## src/rtl/cpu_pkg.sv

```systemverilog
//------------------------------------------------------------------------------
// Module   : cpu_pkg
// Purpose  : Shared core constants and the fetch sequencer state encoding.
// Revision : 1.0 - initial release
//------------------------------------------------------------------------------
`default_nettype none

package cpu_pkg;

    localparam int XLEN        = 32;
    localparam int INSTR_BYTES = 4;

    localparam logic [XLEN-1:0] NOP_INSTR = 32'h0000_0013;

    // Fetch sequencer states, kept as explicit-width constants for legacy tools
    typedef logic [1:0] fetch_state_t;

    localparam fetch_state_t FETCH_IDLE = 2'd0;
    localparam fetch_state_t FETCH_REQ  = 2'd1;
    localparam fetch_state_t FETCH_WAIT = 2'd2;
    localparam fetch_state_t FETCH_HOLD = 2'd3;

endpackage

`default_nettype wire

```

## src/rtl/pc_adder.sv

```systemverilog
//------------------------------------------------------------------------------
// Module   : pc_adder
// Purpose  : Sequential program-counter successor (pc + instruction size).
// Revision : 1.0 - initial release
//------------------------------------------------------------------------------
`default_nettype none

module pc_adder
    import cpu_pkg::*;
(
    input  logic [XLEN-1:0] pc,
    output logic [XLEN-1:0] pc_next
);

    localparam logic [XLEN-1:0] C_STEP = XLEN'(INSTR_BYTES);

    // Wraps modulo 2^XLEN with no carry out.
    assign pc_next = pc + C_STEP;

endmodule

`default_nettype wire

```

## src/rtl/fetch_pc_unit.sv

```systemverilog
//------------------------------------------------------------------------------
// Module   : fetch_pc_unit
// Purpose  : PC register and single-outstanding instruction-fetch sequencer
//            with redirect handling and a valid/ready output to decode.
// Revision : 1.0 - initial release
//------------------------------------------------------------------------------
`default_nettype none

module fetch_pc_unit
    import cpu_pkg::*;
#(
    parameter logic [31:0] RESET_PC = 32'h0000_0000
) (
    input  logic        clk,
    input  logic        rst_n,
    input  logic        redirect_valid,
    input  logic [31:0] redirect_target,
    output logic        imem_req,
    output logic [31:0] imem_addr,
    input  logic        imem_gnt,
    input  logic        imem_rvalid,
    input  logic [31:0] imem_rdata,
    output logic        if_valid,
    output logic [31:0] if_pc,
    output logic [31:0] if_instr,
    input  logic        if_ready
);

    fetch_state_t    r_state;
    logic [XLEN-1:0] r_pc;
    logic [XLEN-1:0] r_if_pc;
    logic [XLEN-1:0] r_if_instr;
    logic            r_if_valid;
    logic            r_kill;
    logic [XLEN-1:0] w_pc_next;
    logic [XLEN-1:0] w_target;

    assign w_target = redirect_target & 32'hFFFF_FFFC;

    pc_adder u_pc_adder (
        .pc      (r_pc),
        .pc_next (w_pc_next)
    );

    assign imem_req  = (r_state == FETCH_REQ);
    assign imem_addr = r_pc;
    assign if_valid  = r_if_valid;
    assign if_pc     = r_if_pc;
    assign if_instr  = r_if_instr;

    always_ff @(posedge clk or negedge rst_n) begin
        if (!rst_n) begin
            r_state    <= FETCH_IDLE;
            r_pc       <= RESET_PC;
            r_kill     <= 1'b0;
            r_if_valid <= 1'b0;
            r_if_pc    <= '0;
            r_if_instr <= '0;
        end else begin
            case (r_state)
                FETCH_IDLE: begin
                    r_state <= FETCH_REQ;
                end
                FETCH_REQ: begin
                    if (redirect_valid) begin
                        r_pc <= w_target;
                    end
                    // A granted request redirected in the same cycle must still drain
                    if (imem_gnt) begin
                        r_state <= FETCH_WAIT;
                        r_kill  <= redirect_valid;
                    end
                end
                FETCH_WAIT: begin
                    if (redirect_valid) begin
                        r_pc <= w_target;
                        // Response arriving with the redirect is the one being dropped
                        if (imem_rvalid) begin
                            r_kill  <= 1'b0;
                            r_state <= FETCH_REQ;
                        end else begin
                            r_kill  <= 1'b1;
                        end
                    end else if (imem_rvalid) begin
                        if (r_kill) begin
                            r_kill  <= 1'b0;
                            r_state <= FETCH_REQ;
                        end else begin
                            r_if_valid <= 1'b1;
                            r_if_pc    <= r_pc;
                            r_if_instr <= imem_rdata;
                            r_state    <= FETCH_HOLD;
                        end
                    end
                end
                FETCH_HOLD: begin
                    if (redirect_valid) begin
                        r_pc       <= w_target;
                        r_if_valid <= 1'b0;
                        r_state    <= FETCH_REQ;
                    end else if (if_ready) begin
                        r_pc       <= w_pc_next;
                        r_if_valid <= 1'b0;
                        r_state    <= FETCH_REQ;
                    end
                end
                default: begin
                    r_state <= FETCH_IDLE;
                end
            endcase
        end
    end

endmodule

`default_nettype wire

```

## config.mk

```make
export PLATFORM = sky130hd
export DESIGN_NAME = fetch_pc_unit
export DESIGN_NICKNAME = d
export VERILOG_FILES = /design/src/rtl/cpu_pkg.sv /design/src/rtl/pc_adder.sv /design/src/rtl/fetch_pc_unit.sv
export SDC_FILE = /design/constraint.sdc
export NUM_CORES = 1
export LEC_CHECK = 0
export BUFFER_PORTS_ARGS = -buffer_cell sky130_fd_sc_hd__buf_2
export CORE_ASPECT_RATIO = 1.25
export CORE_MARGIN = 2
export CORE_UTILIZATION = 55
export DETAILED_ROUTE_END_ITERATION = 12
export GPL_TIMING_DRIVEN = 1
export PLACE_DENSITY = 0.89
export SYNTH_ARGS = -nofsm -noshare
export SYNTH_HDL_FRONTEND = slang
export SYNTH_HIERARCHICAL = 1
export SYNTH_SLANG_ARGS = --single-unit
```

## constraint.sdc

```tcl
create_clock -name clk -period 6.2 [get_ports clk]
set_input_delay 0.93 -clock clk [delete_from_list [all_inputs] [get_ports clk]]
set_output_delay 0.93 -clock clk [all_outputs]
set_load 0.01 [all_outputs]
```

==> run_results.csv, run 1 <==
group,metric,value,unit
worst_setup_path,r2r_cells,7,
timing,drv_slew,0,
clock_network,clock_path_buffers,2,
synthesis,async_flop_share,1.000,
global_routing,grt_max_degree,52,
worst_setup_path,cpMaxStageDelayCell,"nor4_4",
pwr,p_leak,3.246,nW
synthesis,synth_cell_types,42,
detailed_routing,wl_per_cell,16.42,µm
timing,finalCriticalPeriod,2457,ps
clock_network,hold_buffers,0,
worst_setup_path,cp_cell_sequence,"ha_1 -> nand3_1 -> nor4_4 -> nand4_1 -> xnor2_1 -> mux2_4 -> mux2_4",
detailed_routing,drt_pass1_iterations,4,
place,hpwl,7843,µm
worst_setup_path,critPathMaxStageDelay,510,ps
floorplanning,fp.dieH,112.1,µm
clock_network,htreeDepth,3,
worst_setup_path,required,6430,ps
detailed_routing,first_iter_violations,125,
global_routing,grt_pass1_wl,17860,µm
synthesis,yosys.area.top_type,"dfrtp_1",
worst_setup_path,start_kind,"flop",
timing,setup_viol,0,
worst_setup_path,reg2reg_slack,3740,ps
synthesis,syn_area,5145,µm²
pwr,p_int,1.909,mW
timing,fin_crit_sh,0.3963,
detailed_routing,drc_errors,0,
worst_setup_path,cp-end-kind,"flop",
synthesis,yosys_warnings,6,
layout,n_antenna_cell,0,
clock_network,clock-root-buffer,"clkbuf_16",
detailed_routing,viasPerCell,5.410,
floorplanning,start_util,0.5638,
timing,fin_setup_tns,0,ps
place,portBuffers,165,
hold_path,min_path_cells,1,
worst_setup_path,crit_fanout,8,
hold_path,hold_start,"if_pc[29]",
hold_path,hold_path.class,"reg -> reg",
pwr,switchingPower,1.094,mW
synthesis,synth.avg_cell_area,14.25,µm²
detailed_routing,vias,3533,
global_routing,grt_overflow,0,
layout,drive_gt1_frac,0.5755,
pwr,cellPowerDensity,478.8,nW/µm²
clock_network,clock_latency,340,ps
timing,final.setup_skew,7.667,ps
worst_setup_path,path_buf_inv,0,
detailed_routing,wl,10720,µm
clock_network,cts_resized,0,
timing,slew_headroom,0.5751,
layout,design_area,6271,µm²
pwr,p_sw_frac,0.3644,
synthesis,synth_area_leaders,"dfrtp_1 (49%), mux2_4 (16%), mux2_2 (12%)",
layout,final_nets,601,
clock_network,cts_tree,"done",
place,gp_congestion,0.7908,
worst_setup_path,cp_top_family,"simple AND/OR/NAND/NOR gates",
floorplanning,top_level_ports,168,
worst_setup_path,critPathKind,"reg -> reg",
run_status,outcome,"completed",
floorplanning,dieWidth,90.51,µm
timing,rsz0062_at_grt,"no",
clock_network,cts_sinks,100,
floorplanning,row_count,39,
place,dpl_cell_area,5996,µm²
worst_setup_path,rr_endpoint,"imem_addr[28]",
job,maxCapViolCount,0,
timing,final_hold_viol_count,0,
worst_setup_path,critPathMostFrequentCell,"mux2_4",
floorplanning,die_area,10150,µm²
clock_network,cts_buffers,9,
synthesis,syn-num-nets,437,
synthesis,synth-main-ff-cell,"dfrtp_1",
synthesis,seq_area_frac_synth,0.4864,
floorplanning,coreArea,9125,µm²
hold_path,whs_endpoint,"if_pc[29]",
pwr,p_clk_frac,0.172,
timing,tightest_slew,637.4,ps
clock_network,post_cts.repair.setup_buffers,0,
synthesis,synth-seq-cells,100,
synthesis,synth_edf_count,0,
synthesis,syn_inst,361,
layout,areaGrowthSynthToFinish,21.89,%
clock_network,clk_pin_slew,70,ps
worst_setup_path,crit_arrival,2690,ps
detailed_routing,ant_nets,0,
worst_setup_path,rr_startpoint,"imem_addr[2]",
pwr,sequentialPowerShare,0.406,
pwr,combPwrFrac,0.422,
pwr,peakVddDrop,0.3054,mV
synthesis,yosysTopAreaCellShare,0.4864,
global_routing,antenna_found_initial,0,
timing,fmax,407.0,MHz
global_routing,grt_pass1_vias,3751,
global_routing,grt_use_total,0.2189,
## cells by family (layout without fill, tap and decap cells)
family,count (synthesis),after routing,synth area share
flops,100,100,0.4864
buf+inv,24,193,0.03867
fa+ha+maj,6,6,0.01459
simple gates,65,65,0.08099
xor+xnor,28,28,0.04767
compound gates,12,12,0.01654
mux,126,126,0.3152
## power by group through the flow
| stage | Clock, mW | Sequential [mW] | Combinational [mW] |
|---|---|---|---|
| after floorplan | 0 | 1.31 | 0.737 |
| after global placement | 0 | 1.20 | 1.22 |
| after detailed placement | 0 | 1.22 | 1.27 |
| after CTS | 0.530 | 1.22 | 1.28 |
| after global routing | 0.560 | 1.27 | 1.36 |
| final | 0.517 | 1.22 | 1.27 |
## Yosys cell counts, types with 2 or more instances
| library cell | count |
|---|---|
| dfrtp_1 | 100 |
| mux2_2 | 54 |
| mux2_4 | 54 |
| xnor2_1 | 21 |
| mux2_1 | 18 |
| nand2_1 | 10 |
| nand3_1 | 10 |
| buf_6 | 9 |
| nand4_1 | 9 |
| nor2_1 | 9 |
| inv_1 | 8 |
| xor2_1 | 7 |
| ha_1 | 6 |
| buf_4 | 5 |
| a21oi_1 | 4 |
| nand2b_1 | 3 |
| nor3_1 | 3 |
| or2_2 | 3 |
| and3_1 | 2 |
| and3b_1 | 2 |
| buf_8 | 2 |
| nor4_4 | 2 |
## state kept, by name, indices dropped and copies added, names as in the netlist
register,count
if_instr,32
if_valid,1
if_pc,32
imem_addr,32
r_kill,1
r_state,2
## stage by stage
stage	setup WS [ps]	util	total power, mW	instances	hold slack [ps]
4_1_cts	3710	0.6872	3.024	653	486.1
2_1_floorplan	4082	-	2.042	361	528.8
6_report	3743	0.6872	3.003	653	481.4
3_5_place_dp	3720	0.6571	2.498	637	469.5
5_1_grt	3576	0.6872	3.183	653	504.8
3_3_place_gp	3750	0.6571	2.425	637	461.3
## routing by layer
metal	GRT usage	up-vias	part of all wire	wire (µm)
met1	0.2649	1728	0.40	4295
met2	0.3736	157	0.50	5408
met3	0.04899	29	0.067	722
met5	0	-	0	0
li1	-	1619	-	-
met4	0.1005	0	0.028	295
## layout make-up
cell class / instances / area, µm²
fill: 657 / 2854
sequential: 100 / 2502
multi-input combinational: 237 / 2451
timing repair buffer: 169 / 858.3
clock buffer: 9 / 225.2
tap: 123 / 153.9
clock inverter: 7 / 50.05
inverter: 8 / 30.03
## how the worst max path moves through the flow
stage                        start       endpoint  cells after the start
finish                imem_addr[2]  imem_addr[28]                      7
global route          imem_addr[2]  imem_addr[30]                      7
CTS                   imem_addr[2]  imem_addr[28]                      7
detailed placement  redirect_valid  imem_addr[31]                      4
global placement    redirect_valid  imem_addr[30]                      4
floorplan           redirect_valid      if_pc[20]                      4
## placed cells by master, fill, tap and decap left out, types with 9 or more instances in the layout
| cell | instances |
|---|---|
| xnor2_1 | 21 |
| mux2_2 | 54 |
| nand4_1 | 9 |
| nand3_1 | 10 |
| clkbuf_16 | 9 |
| mux2_1 | 18 |
| nand2_1 | 10 |
| mux2_4 | 54 |
| nor2_1 | 9 |
| buf_2 | 164 |
| dfrtp_1 | 100 |
(Power assumes the default switching activity.)
==> run 2, diff against run 1 <==
--- a/config.mk
+++ b/config.mk
@@ -5,13 +5,14 @@
 export SDC_FILE = /design/constraint.sdc
 export NUM_CORES = 1
 export LEC_CHECK = 0
+export ABC_AREA = 1
 export BUFFER_PORTS_ARGS = -buffer_cell sky130_fd_sc_hd__buf_2
 export CORE_ASPECT_RATIO = 1.25
 export CORE_MARGIN = 2
-export CORE_UTILIZATION = 55
+export CORE_UTILIZATION = 52
 export DETAILED_ROUTE_END_ITERATION = 12
 export GPL_TIMING_DRIVEN = 1
-export PLACE_DENSITY = 0.89
+export PLACE_DENSITY = 0.84
 export SYNTH_ARGS = -nofsm -noshare
 export SYNTH_HDL_FRONTEND = slang
 export SYNTH_HIERARCHICAL = 1
==> constraint.sdc (replaced) <==
create_clock -name clk -period 2.5 [get_ports clk]
set_input_delay 0.375 -clock clk [delete_from_list [all_inputs] [get_ports clk]]
set_output_delay 0.375 -clock clk [all_outputs]
set_load 0.01 [all_outputs]
==> run 2 against run 1 <==
  * The run now ends with negative hold slack left
  * Critical path depth up 5
  * Clock power rose to 3.0 times the previous value
  * Largest power group unchanged
  * Flip-flop and latch count unchanged
  * Register-to-register slack worse by 3000 ps
  * Combinational power rose to 2.5 times the previous value
  * Highest routed layer unchanged
  * Via count up 36%
  * Die area up 10%
  * Critical path type unchanged
  * Non-clock buffer count up 2
  * Utilization down 3.7 points
  * Critical endpoint is now imem_addr[24]
==> run_results.csv, run 2 <==
group,metric,value,unit
run_status,outcome,"finished, violations left",
run_status,violations,"negative hold slack",
detailed_routing,drc_errors,0,
synthesis,yosys.area.top_type,"dfrtp_1",
layout,final_cells,1021,
worst_setup_path,rr_startpoint,"imem_addr[3]",
timing,setup_viol,0,
clock_network,clock_latency,350,ps
timing,final_hold_viol_count,8,
place,portBuffers,165,
global_routing,grt_overflow,0,
clock_network,clock_path_buffers,2,
synthesis,synth.avg_cell_area,7.350,µm²
timing,finalCriticalPeriod,1779,ps
clock_network,post_cts.repair.setup_buffers,0,
layout,final_cell_mix,"nand2_1 (347), buf_2 (164), dfrtp_1 (100)",
floorplanning,row_count,41,
layout,final_nets,962,
floorplanning,dieWidth,94.98,µm
place,placedCellCount,1004,
clock_network,cts_resized,0,
synthesis,synthAdderAreaFrac,0.01395,
synthesis,seq_area_frac_synth,0.4651,
floorplanning,start_util,0.5324,
synthesis,synth-main-ff-cell,"dfrtp_1",
clock_network,cts_sinks,100,
global_routing,grt_pass1_wl,20470,µm
synthesis,yosysTopAreaCellShare,0.4651,
timing,fin_setup_tns,0,ps
synthesis,synth_compound_area_frac,0.07000,
synthesis,synth.area.mux_share,0,
detailed_routing,ant_nets,0,
timing,drv_slew,0,
worst_setup_path,required,2730,ps
synthesis,synth-xor-area-share,0.02581,
timing,hold_ws,-8.109,ps
detailed_routing,wl,12620,µm
timing,rsz0062_at_grt,"no",
synthesis,synth_edf_count,0,
hold_path,hold_path.class,"in -> async",
floorplanning,top_level_ports,168,
timing,fin_crit_sh,0.7116,
worst_setup_path,crit_arrival,2010,ps
worst_setup_path,crit_fanout,5,
clock_network,clock-root-buffer,"clkbuf_16",
timing,final.setup_skew,7.275,ps
synthesis,synth_cell_types,27,
detailed_routing,first_iter_violations,249,
clock_network,clk_pin_slew,70,ps
global_routing,antenna_found_initial,1,
synthesis,yosys.area_share.simple,0.3221,
synthesis,synth_top_family_by_area,"simple AND/OR/NAND/NOR gates",
synthesis,synth-seq-cells,100,
job,maxCapViolCount,0,
timing,tightest_slew,546.0,ps
place,place_ws,715.2,ps
synthesis,syn_area,5380,µm²
synthesis,yosys_warnings,6,
place,hpwl,9231,µm
synthesis,synth_area_leaders,"dfrtp_1 (47%), nand2_1 (24%), inv_1 (6.3%)",
synthesis,ys_top_cells_by_count,"nand2_1 (347), dfrtp_1 (100), inv_1 (90), o21ai_1 (66), nor2_1 (32)",
layout,drive_gt1_frac,0.2357,
timing,fmax,562.1,MHz
detailed_routing,vias,4790,
worst_setup_path,critPathKind,"reg -> reg",
worst_setup_path,cp-end-kind,"flop",
floorplanning,fp.dieH,117.7,µm
timing,slew_headroom,0.6355,
layout,areaGrowthSynthToFinish,22.07,%
pwr,cellPowerDensity,1201,nW/µm²
clock_network,hold_buffers,0,
worst_setup_path,start_kind,"flop",
worst_setup_path,reg2reg_slack,720,ps
layout,final_common_cell,"nand2_1",
worst_setup_path,r2r_cells,12,
clock_network,htreeDepth,3,
clock_network,cts_tree,"done",
floorplanning,die_area,11180,µm²
detailed_routing,drt_pass1_iterations,4,
floorplanning,coreArea,10110,µm²
global_routing,grt_max_degree,129,
pwr,p_leak,3.843,nW
detailed_routing,viasPerCell,4.691,
synthesis,async_flop_share,1.000,
global_routing,grt_use_total,0.2312,
clock_network,cts_buffers,9,
global_routing,grt_pass1_vias,4455,
worst_setup_path,rr_endpoint,"imem_addr[24]",
detailed_routing,wl_per_cell,12.36,µm
synthesis,syn-num-nets,808,
synthesis,yosysMostFrequentCell,"nand2_1",
place,gp_congestion,0.9087,
synthesis,syn_inst,732,
pwr,peakVddDrop,0.7595,mV
timing,finalWorstSetupSlack,720.9,ps
-- run 2: cell count changes after synthesis, moves of 13 or more --
cell and change:
nand2_1 +337, buf_2 +13, xnor2_1 -16, mux2_2 -54, mux2_1 -18, mux2_4 -54
inv_1 +82, o21ai_1 +66, nor2_1 +23
-- run 2: cells by family after synthesis --
logic type | Yosys count
xor+xnor | 15
flops | 100
compound gates | 73
simple gates | 417
fa+ha+maj | 6
buf+inv | 121
-- run 2: worst max path at each step --
stage / start / slack [ps] / depth (start not counted) / to
6_report: imem_addr[3] / 720 / 12 / imem_addr[24]
5_1_grt: r_state[0] / 540 / 7 / imem_addr[10]
4_1_cts: r_state[0] / 700 / 7 / imem_addr[3]
3_5_place_dp: r_state[0] / 720 / 7 / imem_addr[26]
3_3_place_gp: r_state[0] / 760 / 7 / imem_addr[24]
2_1_floorplan: imem_addr[3] / 950 / 12 / imem_addr[22]
-- run 2: worst max-delay path: stages (launching register included) --
cell and delay, ps:
dfrtp_1 440, ha_1 270, nand2_1 90, nor2_2 160, nand2_1 90, nor2_2 210, nand2_1 70, nand2_1 60
nand2_1 50, nand2_1 60, nand2_1 50, nand2_1 60, nand2_1 60
-- run 2: metrics by stage --
stage	power, mW	utilization	cell area [µm²]
after global routing	8.552	0.6499	6568
after detailed placement	6.410	0.6166	6231
final	7.890	0.6499	6568
after floorplan	5.147	-	5380
after global placement	6.267	0.6166	6231
after CTS	7.967	0.6496	6565
-- run 2: metal layers --
metal | GRT usage | vias up | share of wire
met5 | 0 | - | 0
met4 | 0.09783 | 0 | 0.024
met3 | 0.04353 | 22 | 0.047
met2 | 0.4100 | 119 | 0.52
met1 | 0.2669 | 2135 | 0.41
li1 | - | 2514 | -
-- run 2: area by class of cell --
cell class              count  area, µm²
diodes                      1      2.502
clock buffers              10      239.0
clock inverters             6      95.09
fillers                   926       3538
inverters                  93      350.3
multi-input cells         511       2331
flip-flops and latches    100       2502
well taps                 129      161.4
repair buffers            171      885.9
-- run 2: power by group --
part           leakage [nW]  switching (mW)  total (mW)  internal, mW
clock                 0.163           0.620        1.54         0.917
combinational          2.39            1.93        3.22          1.29
sequential             1.29           0.738        3.13          2.39
==> run 3, diff against run 2 <==
--- a/config.mk
+++ b/config.mk
@@ -5,14 +5,14 @@
 export SDC_FILE = /design/constraint.sdc
 export NUM_CORES = 1
 export LEC_CHECK = 0
-export ABC_AREA = 1
+export ABC_AREA = 0
 export BUFFER_PORTS_ARGS = -buffer_cell sky130_fd_sc_hd__buf_2
 export CORE_ASPECT_RATIO = 1.25
 export CORE_MARGIN = 2
-export CORE_UTILIZATION = 52
+export CORE_UTILIZATION = 46
 export DETAILED_ROUTE_END_ITERATION = 12
 export GPL_TIMING_DRIVEN = 1
-export PLACE_DENSITY = 0.84
+export PLACE_DENSITY = 0.79
 export SYNTH_ARGS = -nofsm -noshare
 export SYNTH_HDL_FRONTEND = slang
 export SYNTH_HIERARCHICAL = 1
==> constraint.sdc (replaced) <==
create_clock -name clk -period 1.4 [get_ports clk]
set_input_delay 0.21 -clock clk [delete_from_list [all_inputs] [get_ports clk]]
set_output_delay 0.21 -clock clk [all_outputs]
set_load 0.01 [all_outputs]
==> run 3 against run 2 <==
  * The run ends with negative setup slack left
  * Global-route usage grew 2.3 points
  * Power increased by 120%
  * Die area is 7.8% higher
  * Sequential share of layout area is 7.3 points lower
  * First-iteration DRC count is 8.4% lower
  * Critical endpoint unchanged
  * Maximum frequency is 12% lower
  * Sequential power grew 61%
  * Via count is 15% lower
  * Clock power increased by 64%
  * Critical path depth decreased by 3
  * Setup slack worse by 1300 ps
  * Final cell count shrank 25%
==> run_results.csv, run 3 (synthesis results as in run 1) <==
group,metric,value,unit
run_status,outcome,"finished, violations left",
run_status,violations,"negative setup slack",
layout,post-route-util,0.7450,
detailed_routing,wl_per_cell,20.75,µm
global_routing,grt_pass1_wl,23640,µm
clock_network,cts_sinks,100,
timing,tightest_slew,339.1,ps
place,hpwl,9406,µm
layout,multi_input_comb_area,3028,µm²
worst_setup_path,start_kind,"flop",
layout,n_antenna_cell,0,
layout,drive_gt1_frac,0.7524,
pwr,combPwrFrac,0.571,
floorplanning,top_level_ports,168,
pwr,sequentialPowerShare,0.286,
timing,final_hold_viol_count,0,
layout,final_common_cell,"buf_2",
worst_setup_path,crit_fanout,8,
place,portBuffers,165,
pwr,switchingPower,6.230,mW
detailed_routing,viasPerCell,5.307,
global_routing,grt_use_total,0.2540,
pwr,p_leak,4.146,nW
clock_network,cts_buffers,9,
floorplanning,fp.dieH,122.2,µm
floorplanning,die_area,12050,µm²
timing,drv_slew,0,
pwr,p_sw_frac,0.3530,
detailed_routing,wl,15950,µm
timing,fin_crit_sh,1.441,
layout,areaGrowthSynthToFinish,58.93,%
clock_network,cts_tree,"done",
pwr,p_clk_frac,0.143,
floorplanning,start_util,0.4688,
floorplanning,dieWidth,98.59,µm
global_routing,grt_max_degree,37,
timing,fmax,495.9,MHz
global_routing,grt_pass1_vias,4344,
clock_network,clock-root-buffer,"clkbuf_16",
job,maxCapViolCount,0,
detailed_routing,first_iter_violations,228,
global_routing,grt_overflow,0,
floorplanning,row_count,43,
clock_network,htreeDepth,3,
pwr,peakVddDrop,1.093,mV
timing,final.setup_skew,8.493,ps
detailed_routing,vias,4081,
layout,seqCellArea,2521,µm²
hold_path,hold_path.class,"in -> reg",
detailed_routing,drc_errors,0,
layout,fill_cells,649,
worst_setup_path,critPathKind,"reg -> reg",
detailed_routing,ant_nets,0,
worst_setup_path,cp-end-kind,"flop",
clock_network,clock_latency,350,ps
worst_setup_path,crit_arrival,2250,ps
timing,hold_ws,94.67,ps
timing,setup_viol,102,
clock_network,clk_pin_slew,70,ps
detailed_routing,drt_pass1_iterations,4,
pwr,p_int,11.42,mW
floorplanning,coreArea,10980,µm²
place,dpl_cell_area,6944,µm²
layout,final_cell_mix,"buf_2 (159), mux2_4 (125), dfrtp_1 (85)",
layout,final_nets,705,
timing,slew_headroom,0.7681,
global_routing,antenna_found_initial,0,
layout,design_area,8177,µm²
place,gp_congestion,0.8515,
worst_setup_path,required,1640,ps
clock_network,clock_path_buffers,2,
timing,finalCriticalPeriod,2017,ps
timing,finalWorstSetupSlack,-616.7,ps
timing,rsz0062_at_grt,"yes",
pwr,cellPowerDensity,2159,nW/µm²
## run 3: cell count changes in the layout (fill, tap and decap cells not counted), sizes merged, moves of 36 or more
cell   change
nand2    -340
mux2     +126
o21ai     -70
buf       +98
inv       -84
nor2      -36
## run 3: stage by stage
stage / cells / total power [mW] / TNS (ps) / worst slack (ps)
after floorplan: 361 / 9.946 / -41580 / -659.3
after global placement: 710 / 12.86 / -32120 / -591.0
after detailed placement: 710 / 13.18 / -34150 / -599.6
after CTS: 760 / 16.95 / -33280 / -543.5
after global routing: 769 / 18.49 / -39420 / -676.6
final: 769 / 17.65 / -35030 / -616.7
## run 3: final cells by class
cell class	instances	share of cell area
multi-input cells	237	0.3703
flip-flops and latches	100	0.3083
repair buffers	273	0.2598
clock buffers	10	0.02800
well taps	135	0.02066
clock inverters	6	0.008875
inverters	8	0.003979
## run 3: path summary, 6_finish.rpt
path	to	from	cells past startpoint	slack, ps
worst max-delay path	imem_addr[24]	imem_addr[3]	9	-620
worst min-delay path	if_instr[21]	imem_rdata[21]	2	90
worst max register to register	imem_addr[24]	imem_addr[3]	9	-620
worst min register to register	if_instr[27]	if_instr[27]	1	510
max in group asynchronous	imem_addr[14]	rst_n	3	580
min in group asynchronous	if_pc[12]	rst_n	2	300
## run 3: repair_timing
| item | 4_1_cts | 5_1_grt |
|---|---|---|
| setup endpoints to repair | 101 | 103 |
| resized for setup | 62 | 37 |
| hold buffers | 1 | 0 |
| endpoints found under the hold margin | 15 | 0 |
| pin swaps | 16 | 17 |
| cloned | 11 | 1 |
| setup buffers | 23 | 17 |
## run 3: power groups by stage
stage	Sequential (mW)	Clock [mW]	Combinational, mW
2_1_floorplan	5.98	0	3.96
3_3_place_gp	4.97	0	7.89
3_5_place_dp	5.08	0	8.10
4_1_cts	5.02	2.57	9.36
5_1_grt	5.17	2.73	10.6
6_report	5.05	2.53	10.1
## run 3: worst max-delay path: stages, from the launching register on
cell	delay, ps
dfrtp_2	380
buf_4	120
ha_4	140
nand3_4	90
nor4_4	170
buf_6	210
nand4_1	120
xnor2_1	150
mux2_4	270
mux2_4	250
## run 3: per-layer routing
layer  vias to the layer above  track usage  wire [µm]
met3                        36      0.05581        806
met5                         -            0          0
li1                       1824            -          -
met2                       148       0.4426       8527
met4                         0       0.1002        451
met1                      2073       0.3070       6167
